`src/rtl/pq_rd_driver_if.sv`:
```
// ---------------------------------------------------------------------------
// pq_rd_driver_if
//   Bundles the command/response port of the PQ read/replace driver together
//   with the signals the driver exchanges with the priority-queue instance.
//
//   Command side : cmd_valid, cmd_ready, cmd_op[1:0], cmd_kv[KV_W-1:0]
//   Response side: rsp_valid, rsp_kv[KV_W-1:0], rsp_err[1:0]
//   PQ side      : pq_rst, pq_kvi, pq_replace, pq_deq (to the PQ)
//                  pq_full, pq_busy, pq_empty, pq_kvo (from the PQ)
//
//   Modports:
//     slave  - the driver itself (accepts commands, drives the PQ strobes)
//     master - the environment around it (sequencer issuing commands and the
//              PQ instance answering with its status/head signals)
// ---------------------------------------------------------------------------
interface pq_rd_driver_if #(
    parameter int KV_W = 16
);
    logic            cmd_valid;
    logic            cmd_ready;
    logic [1:0]      cmd_op;
    logic [KV_W-1:0] cmd_kv;

    logic            rsp_valid;
    logic [KV_W-1:0] rsp_kv;
    logic [1:0]      rsp_err;

    logic            pq_rst;
    logic [KV_W-1:0] pq_kvi;
    logic            pq_replace;
    logic            pq_deq;
    logic            pq_full;
    logic            pq_busy;
    logic            pq_empty;
    logic [KV_W-1:0] pq_kvo;

    modport slave (
        input  cmd_valid, cmd_op, cmd_kv,
        output cmd_ready,
        output rsp_valid, rsp_kv, rsp_err,
        output pq_rst, pq_kvi, pq_replace, pq_deq,
        input  pq_full, pq_busy, pq_empty, pq_kvo
    );

    modport master (
        output cmd_valid, cmd_op, cmd_kv,
        input  cmd_ready,
        input  rsp_valid, rsp_kv, rsp_err,
        input  pq_rst, pq_kvi, pq_replace, pq_deq,
        output pq_full, pq_busy, pq_empty, pq_kvo
    );
endinterface

```
`src/rtl/pq_rd_driver.sv`:
```
// ---------------------------------------------------------------------------
// pq_rd_driver
//   Initiator-side controller for the priority-queue read/replace interface.
//   Accepts one command at a time (PEEK / DEQ / REPLACE), issues it to the PQ
//   as a single-cycle strobe, waits for the PQ to go idle again and reports
//   the head value seen before the operation plus an error code.
//
//   Parameters:
//     KV_W     - key/value width
//     MIN_WAIT - cycles after the strobe before pq_busy is trusted (1..15)
//     TIMEOUT  - max busy cycles tolerated per wait phase (1..65535)
//
//   Ports:
//     clk  - system clock
//     rst  - synchronous active-high reset (also forwarded as pq_rst)
//     bus  - pq_rd_driver_if.slave: command, response and PQ signals
//
//   Optional build macro PQ_DRV_STATS_EN adds:
//     stat_ops     - completed ok operations (saturating)
//     stat_errs    - error responses (saturating)
//     stat_maxwait - largest busy-wait cycle count of any single operation
// ---------------------------------------------------------------------------
module pq_rd_driver #(
    parameter int KV_W     = 16,
    parameter int MIN_WAIT = 1,
    parameter int TIMEOUT  = 255
) (
    input  logic             clk,
    input  logic             rst,
    pq_rd_driver_if.slave    bus
`ifdef PQ_DRV_STATS_EN
    ,
    output logic [15:0]      stat_ops,
    output logic [15:0]      stat_errs,
    output logic [15:0]      stat_maxwait
`endif
);

    localparam logic [1:0] OP_PEEK   = 2'b00;
    localparam logic [1:0] OP_DEQ    = 2'b01;
    localparam logic [1:0] OP_REPL   = 2'b10;
    localparam logic [1:0] OP_BAD    = 2'b11;

    localparam logic [1:0] ERR_OK    = 2'b00;
    localparam logic [1:0] ERR_EMPTY = 2'b01;
    localparam logic [1:0] ERR_TMO   = 2'b10;
    localparam logic [1:0] ERR_BADOP = 2'b11;

    // Counters run from 0 up to these terminal values and stop there, so they
    // can never wrap.
    localparam logic [3:0]  MIN_LAST = 4'(MIN_WAIT - 1);
    localparam logic [15:0] TMO_LAST = 16'(TIMEOUT - 1);

    typedef enum logic [2:0] {
        S_IDLE,
        S_CHECK,
        S_WAIT_RDY,
        S_ISSUE,
        S_WAIT_DONE,
        S_RESP
    } state_t;

    state_t          state_q, state_d;
    logic [1:0]      op_q, op_d;
    logic [KV_W-1:0] kv_q, kv_d;
    logic [KV_W-1:0] snap_q, snap_d;
    logic [3:0]      wait_q, wait_d;
    logic [15:0]     tmo_q, tmo_d;

    logic            cmd_ready_q;
    logic            rsp_valid_q;
    logic [KV_W-1:0] rsp_kv_q, rsp_kv_d;
    logic [1:0]      rsp_err_q, rsp_err_d;
    logic [KV_W-1:0] pq_kvi_q, pq_kvi_d;
    logic            pq_replace_q;
    logic            pq_deq_q;

    // REPLACE is legal on a full queue, so the full flag never gates anything.
    logic            unused_full;
    assign unused_full = bus.pq_full;

    // ------------------------------------------------------------------
    // Next-state / datapath
    // ------------------------------------------------------------------
    always_comb begin
        state_d   = state_q;
        op_d      = op_q;
        kv_d      = kv_q;
        snap_d    = snap_q;
        wait_d    = wait_q;
        tmo_d     = tmo_q;
        rsp_kv_d  = rsp_kv_q;
        rsp_err_d = rsp_err_q;
        pq_kvi_d  = pq_kvi_q;

        unique case (state_q)
            S_IDLE: begin
                if (bus.cmd_valid && cmd_ready_q) begin
                    op_d    = bus.cmd_op;
                    kv_d    = bus.cmd_kv;
                    wait_d  = 4'd0;
                    tmo_d   = 16'd0;
                    state_d = S_CHECK;
                end
            end

            S_CHECK: begin
                if (op_q == OP_BAD) begin
                    rsp_err_d = ERR_BADOP;
                    rsp_kv_d  = bus.pq_kvo;
                    state_d   = S_RESP;
                end else if (op_q == OP_DEQ && bus.pq_empty) begin
                    rsp_err_d = ERR_EMPTY;
                    rsp_kv_d  = bus.pq_kvo;
                    state_d   = S_RESP;
                end else if (bus.pq_busy) begin
                    state_d = S_WAIT_RDY;
                end else begin
                    state_d = S_ISSUE;
                end
            end

            S_WAIT_RDY: begin
                if (bus.pq_busy) begin
                    if (tmo_q == TMO_LAST) begin
                        rsp_err_d = ERR_TMO;
                        rsp_kv_d  = bus.pq_kvo;
                        state_d   = S_RESP;
                    end else begin
                        tmo_d = tmo_q + 16'd1;
                    end
                end else if (op_q == OP_DEQ && bus.pq_empty) begin
                    // The queue may have drained while we were waiting.
                    rsp_err_d = ERR_EMPTY;
                    rsp_kv_d  = bus.pq_kvo;
                    state_d   = S_RESP;
                end else begin
                    state_d = S_ISSUE;
                end
            end

            S_ISSUE: begin
                // Head before the operation; the strobe is high this cycle.
                snap_d = bus.pq_kvo;
                wait_d = 4'd0;
                tmo_d  = 16'd0;
                if (op_q == OP_PEEK) begin
                    rsp_kv_d  = bus.pq_kvo;
                    rsp_err_d = ERR_OK;
                    state_d   = S_RESP;
                end else begin
                    state_d = S_WAIT_DONE;
                end
            end

            S_WAIT_DONE: begin
                if (wait_q != MIN_LAST) begin
                    wait_d = wait_q + 4'd1;
                end else if (!bus.pq_busy) begin
                    rsp_kv_d  = snap_q;
                    rsp_err_d = ERR_OK;
                    state_d   = S_RESP;
                end else if (tmo_q == TMO_LAST) begin
                    rsp_kv_d  = snap_q;
                    rsp_err_d = ERR_TMO;
                    state_d   = S_RESP;
                end else begin
                    tmo_d = tmo_q + 16'd1;
                end
            end

            S_RESP: begin
                state_d = S_IDLE;
            end

            default: begin
                state_d = S_IDLE;
            end
        endcase

        // The write value is presented together with the replace strobe and
        // then left on the bus until the next REPLACE.
        if (state_d == S_ISSUE && op_q == OP_REPL) begin
            pq_kvi_d = kv_q;
        end
    end

    // ------------------------------------------------------------------
    // State and output registers. Strobes, ready and valid are decoded from
    // the next state so they are glitch-free registered outputs that line up
    // exactly with the ISSUE / IDLE / RESP cycles.
    // ------------------------------------------------------------------
    always_ff @(posedge clk) begin
        if (rst) begin
            state_q      <= S_IDLE;
            op_q         <= 2'b00;
            kv_q         <= '0;
            snap_q       <= '0;
            wait_q       <= 4'd0;
            tmo_q        <= 16'd0;
            cmd_ready_q  <= 1'b0;
            rsp_valid_q  <= 1'b0;
            rsp_kv_q     <= '0;
            rsp_err_q    <= 2'b00;
            pq_kvi_q     <= '0;
            pq_replace_q <= 1'b0;
            pq_deq_q     <= 1'b0;
        end else begin
            state_q      <= state_d;
            op_q         <= op_d;
            kv_q         <= kv_d;
            snap_q       <= snap_d;
            wait_q       <= wait_d;
            tmo_q        <= tmo_d;
            cmd_ready_q  <= (state_d == S_IDLE);
            rsp_valid_q  <= (state_d == S_RESP);
            rsp_kv_q     <= rsp_kv_d;
            rsp_err_q    <= rsp_err_d;
            pq_kvi_q     <= pq_kvi_d;
            pq_replace_q <= (state_d == S_ISSUE) && (op_q == OP_REPL);
            pq_deq_q     <= (state_d == S_ISSUE) && (op_q == OP_DEQ);
        end
    end

    assign bus.cmd_ready  = cmd_ready_q;
    assign bus.rsp_valid  = rsp_valid_q;
    assign bus.rsp_kv     = rsp_kv_q;
    assign bus.rsp_err    = rsp_err_q;
    assign bus.pq_rst     = rst;
    assign bus.pq_kvi     = pq_kvi_q;
    assign bus.pq_replace = pq_replace_q;
    assign bus.pq_deq     = pq_deq_q;

`ifdef PQ_DRV_STATS_EN
    // ------------------------------------------------------------------
    // Statistics. busy_tot_q sums the busy cycles of both wait phases of the
    // current operation and is folded into the counters in the RESP cycle.
    // ------------------------------------------------------------------
    logic [15:0] stat_ops_q;
    logic [15:0] stat_errs_q;
    logic [15:0] stat_maxwait_q;
    logic [15:0] busy_tot_q;
    logic        busy_tick;

    always_comb begin
        busy_tick = 1'b0;
        if (state_q == S_WAIT_RDY && bus.pq_busy) begin
            busy_tick = 1'b1;
        end
        if (state_q == S_WAIT_DONE && wait_q == MIN_LAST && bus.pq_busy) begin
            busy_tick = 1'b1;
        end
    end

    always_ff @(posedge clk) begin
        if (rst) begin
            stat_ops_q     <= 16'd0;
            stat_errs_q    <= 16'd0;
            stat_maxwait_q <= 16'd0;
            busy_tot_q     <= 16'd0;
        end else begin
            if (state_q == S_IDLE) begin
                busy_tot_q <= 16'd0;
            end else if (busy_tick && busy_tot_q != 16'hFFFF) begin
                busy_tot_q <= busy_tot_q + 16'd1;
            end

            if (state_q == S_RESP) begin
                if (rsp_err_q == ERR_OK) begin
                    if (stat_ops_q != 16'hFFFF) begin
                        stat_ops_q <= stat_ops_q + 16'd1;
                    end
                end else if (stat_errs_q != 16'hFFFF) begin
                    stat_errs_q <= stat_errs_q + 16'd1;
                end
                if (busy_tot_q > stat_maxwait_q) begin
                    stat_maxwait_q <= busy_tot_q;
                end
            end
        end
    end

    assign stat_ops     = stat_ops_q;
    assign stat_errs    = stat_errs_q;
    assign stat_maxwait = stat_maxwait_q;
`endif

endmodule

```
`src/flat_wrapper.sv`:
```
// flat-port wrapper written by rule: the top's interface ports become plain ports
module pq_rd_driver_flat 
#(
    parameter int KV_W     = 16,
    parameter int MIN_WAIT = 1,
    parameter int TIMEOUT  = 255
)
  (clk, rst, bus_cmd_valid, bus_cmd_op, bus_cmd_kv, bus_cmd_ready, bus_rsp_valid, bus_rsp_kv, bus_rsp_err, bus_pq_rst, bus_pq_kvi, bus_pq_replace, bus_pq_deq, bus_pq_full, bus_pq_busy, bus_pq_empty, bus_pq_kvo);
  pq_rd_driver_if #(.KV_W(KV_W)) bus_i ();
  input  logic clk;
  input  logic rst;
  input wire logic [$bits(bus_i.cmd_valid)-1:0] bus_cmd_valid;
  input wire logic [$bits(bus_i.cmd_op)-1:0] bus_cmd_op;
  input wire logic [$bits(bus_i.cmd_kv)-1:0] bus_cmd_kv;
  output wire logic [$bits(bus_i.cmd_ready)-1:0] bus_cmd_ready;
  output wire logic [$bits(bus_i.rsp_valid)-1:0] bus_rsp_valid;
  output wire logic [$bits(bus_i.rsp_kv)-1:0] bus_rsp_kv;
  output wire logic [$bits(bus_i.rsp_err)-1:0] bus_rsp_err;
  output wire logic [$bits(bus_i.pq_rst)-1:0] bus_pq_rst;
  output wire logic [$bits(bus_i.pq_kvi)-1:0] bus_pq_kvi;
  output wire logic [$bits(bus_i.pq_replace)-1:0] bus_pq_replace;
  output wire logic [$bits(bus_i.pq_deq)-1:0] bus_pq_deq;
  input wire logic [$bits(bus_i.pq_full)-1:0] bus_pq_full;
  input wire logic [$bits(bus_i.pq_busy)-1:0] bus_pq_busy;
  input wire logic [$bits(bus_i.pq_empty)-1:0] bus_pq_empty;
  input wire logic [$bits(bus_i.pq_kvo)-1:0] bus_pq_kvo;
  assign bus_i.cmd_valid = bus_cmd_valid;
  assign bus_i.cmd_op = bus_cmd_op;
  assign bus_i.cmd_kv = bus_cmd_kv;
  assign bus_cmd_ready = bus_i.cmd_ready;
  assign bus_rsp_valid = bus_i.rsp_valid;
  assign bus_rsp_kv = bus_i.rsp_kv;
  assign bus_rsp_err = bus_i.rsp_err;
  assign bus_pq_rst = bus_i.pq_rst;
  assign bus_pq_kvi = bus_i.pq_kvi;
  assign bus_pq_replace = bus_i.pq_replace;
  assign bus_pq_deq = bus_i.pq_deq;
  assign bus_i.pq_full = bus_pq_full;
  assign bus_i.pq_busy = bus_pq_busy;
  assign bus_i.pq_empty = bus_pq_empty;
  assign bus_i.pq_kvo = bus_pq_kvo;
  pq_rd_driver #(.KV_W(KV_W), .MIN_WAIT(MIN_WAIT), .TIMEOUT(TIMEOUT)) u_core (.clk(clk), .rst(rst), .bus(bus_i));
endmodule
```
`config.mk`:
```
export PLATFORM = sky130hd
export DESIGN_NAME = pq_rd_driver_flat
export DESIGN_NICKNAME = d
export VERILOG_FILES = /design/src/rtl/pq_rd_driver_if.sv /design/src/rtl/pq_rd_driver.sv /design/src/flat_wrapper.sv
export SDC_FILE = /design/constraint.sdc
export NUM_CORES = 1
export LEC_CHECK = 0
export CAP_MARGIN = 20
export CORE_MARGIN = 10
export CORE_UTILIZATION = 37
export DETAILED_ROUTE_END_ITERATION = 7
export PLACE_DENSITY = 0.71
export SYNTH_ARGS = -nofsm -noshare
export SYNTH_HDL_FRONTEND = slang
export SYNTH_SLANG_ARGS = --single-unit
```
`constraint.sdc`:
```
create_clock -name clk -period 1.7 [get_ports clk]
set_input_delay 0.34 -clock clk [delete_from_list [all_inputs] [get_ports clk]]
set_output_delay 0.34 -clock clk [all_outputs]
set_load 0.01 [all_outputs]
```
==> impl_metrics.prom, run 1 <==
# TYPE chip_impl_metric gauge
chip_impl_metric{name="vias_in_the_first_global_route",unit=""} 4864
chip_impl_metric{name="floorplan.die_area",unit="sq um"} 18200
chip_impl_info{name="worstPathCellList",value="inv_2 > ha_1 > and4b_2 > nand4_4 > a21boi_4 > buf_6 > or4_4 > a21oi_4"} 1
chip_impl_metric{name="drtPass1Iterations",unit=""} 5
chip_impl_metric{name="crit_fanout",unit=""} 9
chip_impl_metric{name="grt_max_degree",unit=""} 75
chip_impl_metric{name="grtUsageTotal",unit="%"} 15.3
chip_impl_info{name="critical_path_startpoint_category",value="flip-flop"} 1
chip_impl_metric{name="die_h",unit="microns"} 135
chip_impl_info{name="worstSetupEndpointType",value="flip-flop"} 1
chip_impl_metric{name="combinationalPowerShare",unit="%"} 43.1
chip_impl_metric{name="syn-instance-count",unit=""} 581
chip_impl_metric{name="cp.required",unit="ns"} 1.98
chip_impl_metric{name="fp.dieW",unit="microns"} 135
chip_impl_metric{name="clock-skew-final",unit="ns"} 0.00973
chip_impl_metric{name="antenna_violating_nets_post_route",unit=""} 0
chip_impl_metric{name="syn-cell-area",unit="sq um"} 4900
chip_impl_metric{name="rows",unit=""} 41
chip_impl_metric{name="routed-wl-met3",unit="microns"} 883
chip_impl_metric{name="buf_inv_on_cp",unit=""} 2
chip_impl_info{name="cp_top_family",value="simple AND/OR/NAND/NOR gates"} 1
chip_impl_metric{name="finalNonFillerCells",unit=""} 897
chip_impl_info{name="status",value="complete, but fails checks"} 1
chip_impl_metric{name="min_period_over_period",unit="%"} 112
chip_impl_metric{name="post-route-min-period",unit="ns"} 1.91
chip_impl_metric{name="synthSimpleGateAreaFrac",unit="%"} 23.4
chip_impl_metric{name="grt_antenna_before_repair",unit=""} 0
chip_impl_metric{name="synth_xor_area_share",unit="%"} 0.358
chip_impl_info{name="clock_tree_from_tritoncts",value="built"} 1
chip_impl_metric{name="overflow",unit=""} 0
chip_impl_metric{name="io_buffers",unit=""} 77
chip_impl_info{name="top_routing_layer_in_use",value="met4"} 1
chip_impl_metric{name="met2RoutedLength",unit="mm"} 7.23
chip_impl_metric{name="synthDistinctLibCells",unit=""} 56
chip_impl_metric{name="maxSlewHeadroom",unit="%"} 55.0
chip_impl_metric{name="clk-insertion-delay-late",unit="ns"} 0.36
chip_impl_metric{name="synth.yosys.warnings",unit=""} 0
chip_impl_info{name="criticalPathCategory",value="flip-flop to flip-flop"} 1
chip_impl_metric{name="dr_total_vias",unit=""} 4849
chip_impl_metric{name="area_growth_syn_to_layout",unit="%"} 46.1
chip_impl_metric{name="drt_wl_total",unit="mm"} 14.7
chip_impl_metric{name="switching_power",unit="uW"} 2860
chip_impl_info{name="critical-path-slowest-cell",value="sky130_fd_sc_hd__or4_4"} 1
chip_impl_metric{name="wl_met1",unit="mm"} 6.36
chip_impl_metric{name="yosys.area_share.adder",unit="%"} 1.02
chip_impl_metric{name="clock_path_buffers",unit=""} 2
chip_impl_metric{name="drc_errors",unit=""} 0
chip_impl_metric{name="critical-path-max-stage-delay",unit="ns"} 0.50
chip_impl_metric{name="final-hold-violation-count",unit=""} 0
chip_impl_metric{name="gpl.final_weighted_congestion",unit=""} 0.921
chip_impl_metric{name="achievable-frequency",unit="MHz"} 524
chip_impl_metric{name="drtIter0Drc",unit=""} 357
chip_impl_metric{name="syn_nets",unit=""} 625
chip_impl_metric{name="place.detailed.hpwl",unit="mm"} 9.68
chip_impl_metric{name="floorplan.initialDensity",unit="%"} 38.4
chip_impl_info{name="synth_top_family_by_area",value="simple AND/OR/NAND/NOR gates"} 1
chip_impl_metric{name="finalPower",unit="uW"} 8230
chip_impl_metric{name="wire_per_inst",unit="microns"} 16.4
chip_impl_info{name="worst_hold_path_type",value="flip-flop to flip-flop"} 1
chip_impl_info{name="violated_checks",value="negative setup slack"} 1
chip_impl_metric{name="clock_tree.htree_level_count",unit=""} 3
chip_impl_metric{name="power.density_cell_area",unit="nW/um^2"} 1150
chip_impl_metric{name="final_max_slew_viol_count",unit=""} 0
chip_impl_metric{name="clk_transition_reported_paths",unit="ns"} 0.07
chip_impl_metric{name="post_synth.cell_area_avg",unit="sq um"} 8.43
chip_impl_metric{name="drv_cap",unit=""} 0
chip_impl_metric{name="num_io_pins",unit=""} 79
chip_impl_metric{name="cts_inserted_buffers",unit=""} 9
chip_impl_info{name="cts.root.buffer_cell",value="sky130_fd_sc_hd__clkbuf_16"} 1
chip_impl_metric{name="clock_power_share",unit="%"} 24.8
chip_impl_metric{name="synth_edf_count",unit=""} 0
chip_impl_metric{name="ys_async_sr_fraction",unit="%"} 0
chip_impl_metric{name="sinks_on_clock_net",unit=""} 95
chip_impl_metric{name="postSynthRegisterBits",unit=""} 95
chip_impl_metric{name="detail_route.vias_per_cell",unit=""} 5.41
chip_impl_metric{name="internal_power",unit="uW"} 5370
chip_impl_metric{name="place_worst_setup_slack",unit="ns"} -0.515
chip_impl_metric{name="antenna-diode-count",unit=""} 0
chip_impl_metric{name="dp.cells",unit=""} 869
chip_impl_info{name="postSynth.topFlopCell",value="sky130_fd_sc_hd__dfxtp_1"} 1
chip_impl_metric{name="yosys-mux-area-fraction",unit="%"} 10.4
chip_impl_metric{name="synth_seq_area_share",unit="%"} 38.8
chip_impl_info{name="unrepaired_setup_endpoints_after_global_routing",value="yes"} 1
chip_impl_metric{name="setup_slack",unit="ns"} -0.209
chip_impl_metric{name="grt_first_pass_wirelength",unit="mm"} 23.3
chip_impl_metric{name="core-area",unit="sq um"} 12800
chip_impl_metric{name="arrival",unit="ns"} 2.19
chip_impl_metric{name="finish.utilization",unit="%"} 56.1
chip_impl_metric{name="synth_compound_area_share",unit="%"} 19.9
chip_impl_metric{name="total_of_endpoints_with_negative_setup_slack_in_the_final_report",unit=""} 49
chip_impl_metric{name="seq_power_share",unit="%"} 32.0
chip_impl_metric{name="max_slew.worst_pin.slew",unit="ns"} 0.675
chip_impl_metric{name="power.ir.vdd_worst",unit="mV"} 0.821
chip_impl_metric{name="hold-worst-slack",unit="ns"} 0.456
chip_impl_metric{name="cts.hold.buffers_added",unit=""} 0
chip_impl_metric{name="final_nets",unit=""} 764
chip_impl_metric{name="power_leakage",unit="uW"} 0.00260
chip_impl_metric{name="switching_share",unit="%"} 34.8
chip_impl_metric{name="drive_gt1_share",unit="%"} 28.8
## logic make-up (layout without fill, tap and decap cells)
logic type,count (synthesis),count (layout)
muxes,49,49
AOI/OAI and AO/OA,157,157
adders and majority gates,4,4
xor gates and xnor gates,2,2
and+or+nand+nor,219,219
buffers and inverters,55,199
DFF,95,95
## placed cells by master, fill, tap and decap left out, types with 7 or more instances in the layout
master / count
sky130_fd_sc_hd__clkdlybuf4s50_1: 72
sky130_fd_sc_hd__mux2i_1: 33
sky130_fd_sc_hd__a21oi_1: 57
sky130_fd_sc_hd__dfxtp_2: 8
sky130_fd_sc_hd__nor3_1: 7
sky130_fd_sc_hd__buf_4: 79
sky130_fd_sc_hd__o22ai_1: 15
sky130_fd_sc_hd__nor2_1: 11
sky130_fd_sc_hd__a211o_1: 16
sky130_fd_sc_hd__a21oi_2: 14
sky130_fd_sc_hd__clkbuf_16: 9
sky130_fd_sc_hd__nand3_1: 8
sky130_fd_sc_hd__mux2_2: 16
sky130_fd_sc_hd__buf_6: 10
sky130_fd_sc_hd__o21ai_0: 10
sky130_fd_sc_hd__nand2_1: 92
sky130_fd_sc_hd__nand2b_1: 37
sky130_fd_sc_hd__dfxtp_1: 84
sky130_fd_sc_hd__or4_1: 9
## synth_stat cells (4+ instances only)
cell	n	area, sq um
sky130_fd_sc_hd__mux2_2	16	180
sky130_fd_sc_hd__clkbuf_1	18	67.6
sky130_fd_sc_hd__mux2i_1	33	330
sky130_fd_sc_hd__buf_2	15	75.1
sky130_fd_sc_hd__nor2_1	13	48.8
sky130_fd_sc_hd__a21oi_1	72	360
sky130_fd_sc_hd__o22ai_1	15	93.8
sky130_fd_sc_hd__nand4_1	6	37.5
sky130_fd_sc_hd__ha_1	4	50.1
sky130_fd_sc_hd__buf_4	5	37.5
sky130_fd_sc_hd__inv_1	8	30.0
sky130_fd_sc_hd__dfxtp_1	95	1900
sky130_fd_sc_hd__and2_1	5	31.3
sky130_fd_sc_hd__nand2_1	97	364
sky130_fd_sc_hd__nand3_1	8	40.0
sky130_fd_sc_hd__o211ai_1	5	37.5
sky130_fd_sc_hd__o21ai_0	13	65.1
sky130_fd_sc_hd__o21a_1	5	37.5
sky130_fd_sc_hd__o31ai_1	14	105
sky130_fd_sc_hd__buf_6	7	78.8
sky130_fd_sc_hd__a211o_1	16	140
sky130_fd_sc_hd__nand2b_1	37	231
sky130_fd_sc_hd__nor2b_1	5	31.3
sky130_fd_sc_hd__or4_1	13	97.6
sky130_fd_sc_hd__or3_1	4	25.0
sky130_fd_sc_hd__nor3_1	9	45.0
## per-layer routing
layer,vias up,global-route usage [%]
li1,2348,-
met1,2330,18.6
met2,148,25.5
met3,23,3.71
met4,0,6.10
met5,-,0
## stage by stage
stage	setup TNS, ns	cell area (sq um)
2_1_floorplan	-0.581	4950
3_3_place_gp	-24.38	6330
3_5_place_dp	-27.45	6330
4_1_cts	-4.82	6920
5_1_grt	-11.20	7160
6_report	-6.57	7160
## worst register-to-register path: cells and delay by family, from the launching register on
| family | cells | cell delay [ns] |
|---|---|---|
| adder cells (fa/ha/maj) | 1 | 0.18 |
| buffers and inverters | 2 | 0.19 |
| flip-flops | 1 | 0.34 |
| AO/OA/AOI/OAI | 2 | 0.24 |
| AND/OR/NAND/NOR | 3 | 0.89 |
## power groups by stage
stage | clock network [uW] | logic [uW] | registers, uW
floorplan | 0 | 1640 | 2630
global placement | 0 | 2580 | 2650
detailed placement | 0 | 2670 | 2660
CTS | 2090 | 3300 | 2620
global route | 2190 | 3790 | 2670
finish | 2050 | 3550 | 2640
## flip-flops by register name (all words and copies together), names as in the netlist
signal	cells
u_core.bus.pq_replace	1
u_core.bus.rsp_err	2
u_core.snap_q	16
u_core.tmo_q	16
u_core.bus.pq_kvi	16
u_core.bus.pq_deq	1
u_core.op_q	2
u_core.bus.rsp_valid	1
u_core.bus.cmd_ready	1
u_core.kv_q	16
u_core.state_q	3
u_core.wait_q	4
u_core.bus.rsp_kv	16
## cell type report
type | instances | area [sq um]
multi-input combinational | 431 | 3020
fill | 1082 | 5610
clock inverter | 5 | 47.5
timing repair buffer | 175 | 1680
sequential | 95 | 1920
inverter | 8 | 30.0
tap | 172 | 215
clock buffer | 11 | 253
## what timing repair did
item,CTS,global route
buffers inserted,5,2
endpoints found under the setup margin,64,76
resized for setup,44,59
gates cloned,4,1
pin swaps,3,15
## final timing paths
check             startpoint              end  slack, ns  cells after the start
max          u_core.tmo_q[0]  u_core.tmo_q[4]      -0.21                      8
min          u_core.kv_q[13]  u_core.kv_q[13]       0.46                      2
min reg2reg  u_core.kv_q[13]  u_core.kv_q[13]       0.46                      2
max reg2reg  u_core.tmo_q[0]  u_core.tmo_q[4]      -0.21                      8
(Power assumes the default switching activity.)
==> inputs of run 2 (changes only) <==
- CELL_PAD_IN_SITES_DETAIL_PLACEMENT: default -> 1
- CELL_PAD_IN_SITES_GLOBAL_PLACEMENT: default -> 2
- CORE_MARGIN: 10 -> default
- CORE_UTILIZATION: 37 -> 29
- PLACE_DENSITY: 0.71 -> 0.86
==> run 2 against run 1 <==
The flow still finishes with violations (negative setup slack). Worst setup slack got worse by 0.10 ns. Sequential share of layout area fell by 1.6 points. Critical endpoint is now u_core.bus.pq_kvi[5]. Clock-buffer cell count up 1.
==> impl_metrics.prom, run 2 (synthesized netlist as in run 1, its figures left out) <==
# TYPE chip_impl_metric gauge
chip_impl_info{name="status",value="complete, but fails checks"} 1
chip_impl_info{name="violated_checks",value="negative setup slack"} 1
chip_impl_metric{name="fp.dieW",unit="microns"} 132
chip_impl_metric{name="final_max_slew_viol_count",unit=""} 0
chip_impl_metric{name="arrival",unit="ns"} 2.28
chip_impl_metric{name="grt_antenna_before_repair",unit=""} 0
chip_impl_metric{name="floorplan.initialDensity",unit="%"} 29.7
chip_impl_metric{name="die_h",unit="microns"} 132
chip_impl_metric{name="total_of_endpoints_with_negative_setup_slack_in_the_final_report",unit=""} 58
chip_impl_metric{name="core-area",unit="sq um"} 16500
chip_impl_metric{name="clk_transition_reported_paths",unit="ns"} 0.06
chip_impl_metric{name="hold-worst-slack",unit="ns"} 0.459
chip_impl_metric{name="drc_errors",unit=""} 0
chip_impl_metric{name="overflow",unit=""} 0
chip_impl_metric{name="num_io_pins",unit=""} 79
chip_impl_metric{name="final_nets",unit=""} 792
chip_impl_metric{name="achievable-frequency",unit="MHz"} 498
chip_impl_metric{name="dr_total_vias",unit=""} 5103
chip_impl_info{name="holdCritStartpoint",value="rst"} 1
chip_impl_metric{name="clock-skew-final",unit="ns"} 0.00995
chip_impl_info{name="cts.root.buffer_cell",value="sky130_fd_sc_hd__clkbuf_16"} 1
chip_impl_metric{name="rows",unit=""} 47
chip_impl_metric{name="clock_power_share",unit="%"} 23.7
chip_impl_metric{name="final-hold-violation-count",unit=""} 0
chip_impl_metric{name="drt_wl_total",unit="mm"} 18.2
chip_impl_metric{name="finalPower",unit="uW"} 8750
chip_impl_metric{name="maxSlewHeadroom",unit="%"} 57.1
chip_impl_metric{name="drtIter0Drc",unit=""} 192
chip_impl_metric{name="final_area",unit="sq um"} 7620
chip_impl_metric{name="grt_max_degree",unit=""} 70
chip_impl_metric{name="sinks_on_clock_net",unit=""} 95
chip_impl_info{name="crit-reg2reg-capture",value="u_core.bus.pq_kvi[5]"} 1
chip_impl_metric{name="ff2ff_path_depth",unit=""} 9
chip_impl_info{name="regToRegStartpoint",value="u_core.state_q[0]"} 1
chip_impl_info{name="clock_tree_from_tritoncts",value="built"} 1
chip_impl_metric{name="place.detailed.hpwl",unit="mm"} 10.9
chip_impl_metric{name="clk-insertion-delay-late",unit="ns"} 0.36
chip_impl_metric{name="min_period_over_period",unit="%"} 118
chip_impl_info{name="criticalPathCategory",value="flip-flop to flip-flop"} 1
chip_impl_metric{name="power.density_cell_area",unit="nW/um^2"} 1150
chip_impl_metric{name="drive_gt1_share",unit="%"} 33.8
chip_impl_metric{name="layout.filler_cells",unit=""} 1847
chip_impl_metric{name="setup_slack",unit="ns"} -0.309
chip_impl_info{name="worstSetupEndpointType",value="flip-flop"} 1
chip_impl_metric{name="gpl.final_weighted_congestion",unit=""} 0.791
chip_impl_info{name="critical_path_startpoint_category",value="flip-flop"} 1
chip_impl_info{name="worst_hold_path_type",value="primary input to flip-flop"} 1
chip_impl_metric{name="grt_first_pass_wirelength",unit="mm"} 26.3
chip_impl_metric{name="cts.hold.buffers_added",unit=""} 0
chip_impl_metric{name="antenna-diode-count",unit=""} 0
chip_impl_metric{name="combinationalPowerShare",unit="%"} 46.4
chip_impl_metric{name="whs_path_depth",unit=""} 3
chip_impl_metric{name="io_buffers",unit=""} 77
chip_impl_metric{name="timing.reg2reg.setup_slack",unit="ns"} -0.31
chip_impl_metric{name="cts_inserted_buffers",unit=""} 9
chip_impl_metric{name="antenna_violating_nets_post_route",unit=""} 0
chip_impl_metric{name="switching_share",unit="%"} 34.8
chip_impl_metric{name="area_growth_syn_to_layout",unit="%"} 55.4
chip_impl_metric{name="dpl_cell_area",unit="sq um"} 6500
chip_impl_metric{name="clock_path_buffers",unit=""} 2
chip_impl_metric{name="power_leakage",unit="uW"} 0.00279
chip_impl_metric{name="post-route-min-period",unit="ns"} 2.01
chip_impl_metric{name="vias_in_the_first_global_route",unit=""} 5206
chip_impl_metric{name="switching_power",unit="uW"} 3050
chip_impl_metric{name="wire_per_inst",unit="microns"} 18.7
chip_impl_metric{name="power.ir.vdd_worst",unit="mV"} 0.671
chip_impl_metric{name="floorplan.die_area",unit="sq um"} 17400
chip_impl_metric{name="crit_fanout",unit=""} 8
chip_impl_metric{name="drtPass1Iterations",unit=""} 6
chip_impl_metric{name="setup_total_negative_slack",unit="ns"} -12.08
chip_impl_info{name="final_cell_mix",value="sky130_fd_sc_hd__buf_4, sky130_fd_sc_hd__nand2_1, sky130_fd_sc_hd__dfxtp_1"} 1
chip_impl_metric{name="seq_power_share",unit="%"} 29.9
chip_impl_metric{name="internal_power",unit="uW"} 5710
chip_impl_metric{name="drv_cap",unit=""} 0
chip_impl_info{name="mostFrequentLayoutCell",value="sky130_fd_sc_hd__buf_4"} 1
chip_impl_info{name="min_delay_endpoint",value="u_core.wait_q[3]"} 1
chip_impl_info{name="unrepaired_setup_endpoints_after_global_routing",value="yes"} 1
chip_impl_metric{name="grtUsageTotal",unit="%"} 18.9
chip_impl_metric{name="max_slew.worst_pin.slew",unit="ns"} 0.644
chip_impl_metric{name="clock_tree.htree_level_count",unit=""} 3
chip_impl_metric{name="cp.required",unit="ns"} 1.97
chip_impl_metric{name="detail_route.vias_per_cell",unit=""} 5.25
run 2: changes by cell type in the layout (fill, tap and decap cells not counted), sizes merged:
| cell | previous run | this run |
|---|---|---|
| inv | 12 | 8 |
| buf | 99 | 123 |
| clkinvlp | 1 | 0 |
| bufinv | 0 | 1 |
| clkbuf | 11 | 16 |
| clkinv | 0 | 2 |
run 2: how the worst max path moves through the flow:
stage                                 start                     to  slack, ns  cells past startpoint
after floorplan             u_core.tmo_q[0]  u_core.bus.pq_kvi[10]      -0.03                      9
after global placement          bus_pq_busy   u_core.bus.pq_kvi[1]      -0.49                      7
after detailed placement        bus_pq_busy   u_core.bus.pq_kvi[5]      -0.60                      7
after CTS                 u_core.state_q[1]   u_core.bus.pq_kvi[5]      -0.19                      7
after global routing      u_core.state_q[0]   u_core.bus.pq_kvi[8]      -0.38                      9
final                     u_core.state_q[0]   u_core.bus.pq_kvi[5]      -0.31                      9
run 2: repair_timing:
| item | CTS | global route |
|---|---|---|
| gates resized for setup | 61 | 70 |
| gates cloned | 2 | 3 |
| buffers inserted | 7 | 22 |
| pin swaps | 14 | 27 |
| endpoints found under the setup margin | 61 | 81 |
run 2: critical path: stages (launching register included):
cell and delay (ns):
sky130_fd_sc_hd__dfxtp_4 0.37, sky130_fd_sc_hd__buf_12 0.14, sky130_fd_sc_hd__buf_4 0.14, sky130_fd_sc_hd__o21ai_0 0.25
sky130_fd_sc_hd__a32oi_1 0.09, sky130_fd_sc_hd__o211ai_1 0.21, sky130_fd_sc_hd__buf_4 0.16, sky130_fd_sc_hd__o21ba_4 0.20
sky130_fd_sc_hd__buf_12 0.15, sky130_fd_sc_hd__mux2i_1 0.21
run 2: power by group through the flow:
stage	registers (uW)	logic (uW)	clock network, uW
final	2620	4070	2070
after CTS	2600	3150	2110
after detailed placement	2640	2850	0
after floorplan	2630	1640	0
after global routing	2640	4320	2190
after global placement	2630	2760	0
run 2: stage by stage:
step           setup slack (ns)  util [%]  std cells
5_1_grt                  -0.375      46.1        972
3_3_place_gp             -0.488      39.3        926
3_5_place_dp             -0.605      39.3        926
4_1_cts                  -0.189      42.8        949
6_report                 -0.309      46.1        972
2_1_floorplan           -0.0332         -        581
run 2: routing by layer:
metal  up-vias  wire length, microns  track usage (%)
met1      2508                  7840             22.6
met4         0                   571             8.14
met5         -                     0                0
li1       2413                     -                -
met3        44                   722             3.69
met2       138                  9060             32.7
run 2: final cells by class:
| class | count | area, sq um | area share (%) |
|---|---|---|---|
| flip-flops and latches | 95 | 1920 | 25.2 |
| clock inverters | 3 | 43.8 | 0.575 |
| well taps | 220 | 275 | 3.61 |
| inverters | 8 | 30.0 | 0.394 |
| repair buffers | 203 | 1950 | 25.6 |
| multi-input cells | 431 | 3150 | 41.4 |
| clock buffers | 12 | 246 | 3.24 |
==> inputs of run 3 (changes only) <==
- CORE_MARGIN: default -> 1.5
==> run 3 against run 2 <==
Wire length down 9.4%. Critical path type unchanged. Cell count down 2.9%. Clock-buffer cell count down 2. The flow still finishes with violations (negative setup slack). Combinational power down 18%. Critical path depth down 1. Utilization down 2.1 points. Largest cell class unchanged. Non-clock buffer count down 30. Highest routed layer unchanged. Clock power up 3%. Global-route usage down 0.59 points. Sequential power about the same. Via count down 4.5%. Critical endpoint is now u_core.tmo_q[15].
==> impl_metrics.prom, run 3 (synthesized netlist as in run 1, its figures left out) <==
# TYPE chip_impl_metric gauge
chip_impl_metric{name="power.density_cell_area",unit="nW/um^2"} 1110
chip_impl_metric{name="cts_inserted_buffers",unit=""} 9
chip_impl_metric{name="maxSlewHeadroom",unit="%"} 70.6
chip_impl_metric{name="dr_total_vias",unit=""} 4873
chip_impl_info{name="unrepaired_setup_endpoints_after_global_routing",value="yes"} 1
chip_impl_metric{name="final_max_slew_viol_count",unit=""} 0
chip_impl_metric{name="gpl.final_weighted_congestion",unit=""} 0.817
chip_impl_metric{name="final_area",unit="sq um"} 7260
chip_impl_metric{name="cp.required",unit="ns"} 1.98
chip_impl_metric{name="clock_path_buffers",unit=""} 2
chip_impl_metric{name="place.detailed.hpwl",unit="mm"} 11.1
chip_impl_metric{name="drt_wl_total",unit="mm"} 16.5
chip_impl_metric{name="drc_errors",unit=""} 0
chip_impl_metric{name="clock_tree.htree_level_count",unit=""} 3
chip_impl_metric{name="drv_cap",unit=""} 0
chip_impl_metric{name="setup_slack",unit="ns"} -0.231
chip_impl_metric{name="ff2ff_path_depth",unit=""} 8
chip_impl_metric{name="layout.filler_cells",unit=""} 1902
chip_impl_metric{name="cts.hold.buffers_added",unit=""} 0
chip_impl_metric{name="io_buffers",unit=""} 77
chip_impl_metric{name="place_worst_setup_slack",unit="ns"} -0.587
chip_impl_metric{name="total_of_endpoints_with_negative_setup_slack_in_the_final_report",unit=""} 57
chip_impl_metric{name="grt_antenna_before_repair",unit=""} 1
chip_impl_info{name="worst_hold_path_type",value="flip-flop to flip-flop"} 1
chip_impl_metric{name="clk_transition_reported_paths",unit="ns"} 0.07
chip_impl_metric{name="min_period_over_period",unit="%"} 114
chip_impl_metric{name="whs_path_depth",unit=""} 2
chip_impl_metric{name="clk-insertion-delay-late",unit="ns"} 0.35
chip_impl_metric{name="core-area",unit="sq um"} 16500
chip_impl_metric{name="grtUsageTotal",unit="%"} 18.3
chip_impl_metric{name="sinks_on_clock_net",unit=""} 95
chip_impl_info{name="criticalPathCategory",value="flip-flop to flip-flop"} 1
chip_impl_info{name="status",value="complete, but fails checks"} 1
chip_impl_metric{name="wire_per_inst",unit="microns"} 17.5
chip_impl_metric{name="final_nets",unit=""} 762
chip_impl_metric{name="finalNonFillerCells",unit=""} 944
chip_impl_info{name="worstSetupEndpointType",value="flip-flop"} 1
chip_impl_metric{name="detail_route.vias_per_cell",unit=""} 5.16
chip_impl_metric{name="post-route-min-period",unit="ns"} 1.93
chip_impl_metric{name="overflow",unit=""} 0
chip_impl_metric{name="final-hold-violation-count",unit=""} 0
chip_impl_metric{name="power.ir.vdd_worst",unit="mV"} 0.717
chip_impl_metric{name="arrival",unit="ns"} 2.21
chip_impl_metric{name="achievable-frequency",unit="MHz"} 518
chip_impl_metric{name="power_leakage",unit="uW"} 0.00261
chip_impl_metric{name="floorplan.initialDensity",unit="%"} 29.7
chip_impl_metric{name="crit_fanout",unit=""} 29
chip_impl_metric{name="drtPass1Iterations",unit=""} 4
chip_impl_info{name="cts.root.buffer_cell",value="sky130_fd_sc_hd__clkbuf_16"} 1
chip_impl_metric{name="finalPower",unit="uW"} 8080
chip_impl_info{name="mostFrequentLayoutCell",value="sky130_fd_sc_hd__nand2_1"} 1
chip_impl_metric{name="area_growth_syn_to_layout",unit="%"} 48.2
chip_impl_metric{name="rows",unit=""} 47
chip_impl_metric{name="vias_in_the_first_global_route",unit=""} 5121
chip_impl_info{name="violated_checks",value="negative setup slack"} 1
chip_impl_metric{name="die_h",unit="microns"} 133
chip_impl_metric{name="dpl_cell_area",unit="sq um"} 6390
chip_impl_metric{name="drive_gt1_share",unit="%"} 30.2
chip_impl_info{name="clock_tree_from_tritoncts",value="built"} 1
chip_impl_metric{name="grt_max_degree",unit=""} 56
chip_impl_info{name="critical_path_startpoint_category",value="flip-flop"} 1
chip_impl_info{name="final_cell_mix",value="sky130_fd_sc_hd__nand2_1, sky130_fd_sc_hd__dfxtp_1, sky130_fd_sc_hd__buf_4"} 1
chip_impl_metric{name="clock-skew-final",unit="ns"} 0.00860
chip_impl_metric{name="dp.cells",unit=""} 910
chip_impl_metric{name="fp.dieW",unit="microns"} 133
chip_impl_metric{name="drtIter0Drc",unit=""} 125
chip_impl_metric{name="grt_first_pass_wirelength",unit="mm"} 26.2
chip_impl_metric{name="max_slew.worst_pin.slew",unit="ns"} 0.441
chip_impl_metric{name="antenna_violating_nets_post_route",unit=""} 0
chip_impl_metric{name="finish.utilization",unit="%"} 43.9
chip_impl_metric{name="num_io_pins",unit=""} 79
chip_impl_metric{name="floorplan.die_area",unit="sq um"} 17700
-- run 3: changes by cell type in the layout (fill, tap and decap cells not counted), sizes merged --
cell,delta
clkinvlp,+1
diode,+1
buf,-28
clkbuf,-4
clkdlybuf4s50,+1
clkinv,+1
inv,+1
dlygate4sd2,-1
-- run 3: what timing repair did --
action	4_1_cts	5_1_grt
setup endpoints to repair	66	82
pin swaps	4	16
gates cloned	0	3
buffers inserted	6	9
gates resized for setup	31	70
-- run 3: cell type report --
| type | count | area [sq um] | share of cell area (%) |
|---|---|---|---|
| flip-flops and latches | 95 | 1920 | 26.4 |
| inverters | 8 | 30.0 | 0.414 |
| clock inverters | 6 | 80.1 | 1.10 |
| multi-input cells | 431 | 3060 | 42.1 |
| well taps | 220 | 275 | 3.79 |
| diodes | 1 | 2.50 | 0.0345 |
| clock buffers | 10 | 239 | 3.29 |
| repair buffers | 173 | 1660 | 22.9 |
-- run 3: path summary, 6_finish.rpt --
check	startpoint	end	slack, ns
setup reg to reg	u_core.tmo_q[0]	u_core.tmo_q[15]	-0.23
setup / recovery	u_core.tmo_q[0]	u_core.tmo_q[15]	-0.23
hold reg to reg	u_core.snap_q[5]	u_core.snap_q[5]	0.46
hold / removal	u_core.snap_q[5]	u_core.snap_q[5]	0.46
-- run 3: critical path, cell delays in order (launching register included) --
cell	delay (ns)
sky130_fd_sc_hd__dfxtp_2	0.35
sky130_fd_sc_hd__inv_2	0.06
sky130_fd_sc_hd__ha_4	0.14
sky130_fd_sc_hd__and4b_2	0.23
sky130_fd_sc_hd__nand4_4	0.16
sky130_fd_sc_hd__a21boi_2	0.09
sky130_fd_sc_hd__buf_12	0.17
sky130_fd_sc_hd__or4_4	0.50
sky130_fd_sc_hd__a21oi_2	0.16
-- run 3: power breakdown --
group,switching (uW),internal (uW),leakage (uW)
clock network,937,1200,0.000152
logic,1710,1620,0.00169
registers,176,2430,0.000772
total,2820,5260,0.00261
-- run 3: through the flow --
stage	hold WS, ns	TNS [ns]
3_3_place_gp	0.441	-26.83
6_report	0.460	-8.42
4_1_cts	0.445	-8.16
3_5_place_dp	0.452	-30.49
5_1_grt	0.456	-13.03
2_1_floorplan	0.436	-0.581
-- run 3: routing by layer --
| layer | routed length, microns | up-vias | track usage, % |
|---|---|---|---|
| met5 | 0 | - | 0 |
| met3 | 601 | 18 | 3.98 |
| met4 | 239 | 0 | 5.07 |
| met2 | 8210 | 92 | 31.7 |
| met1 | 7440 | 2420 | 22.8 |
| li1 | - | 2343 | - |
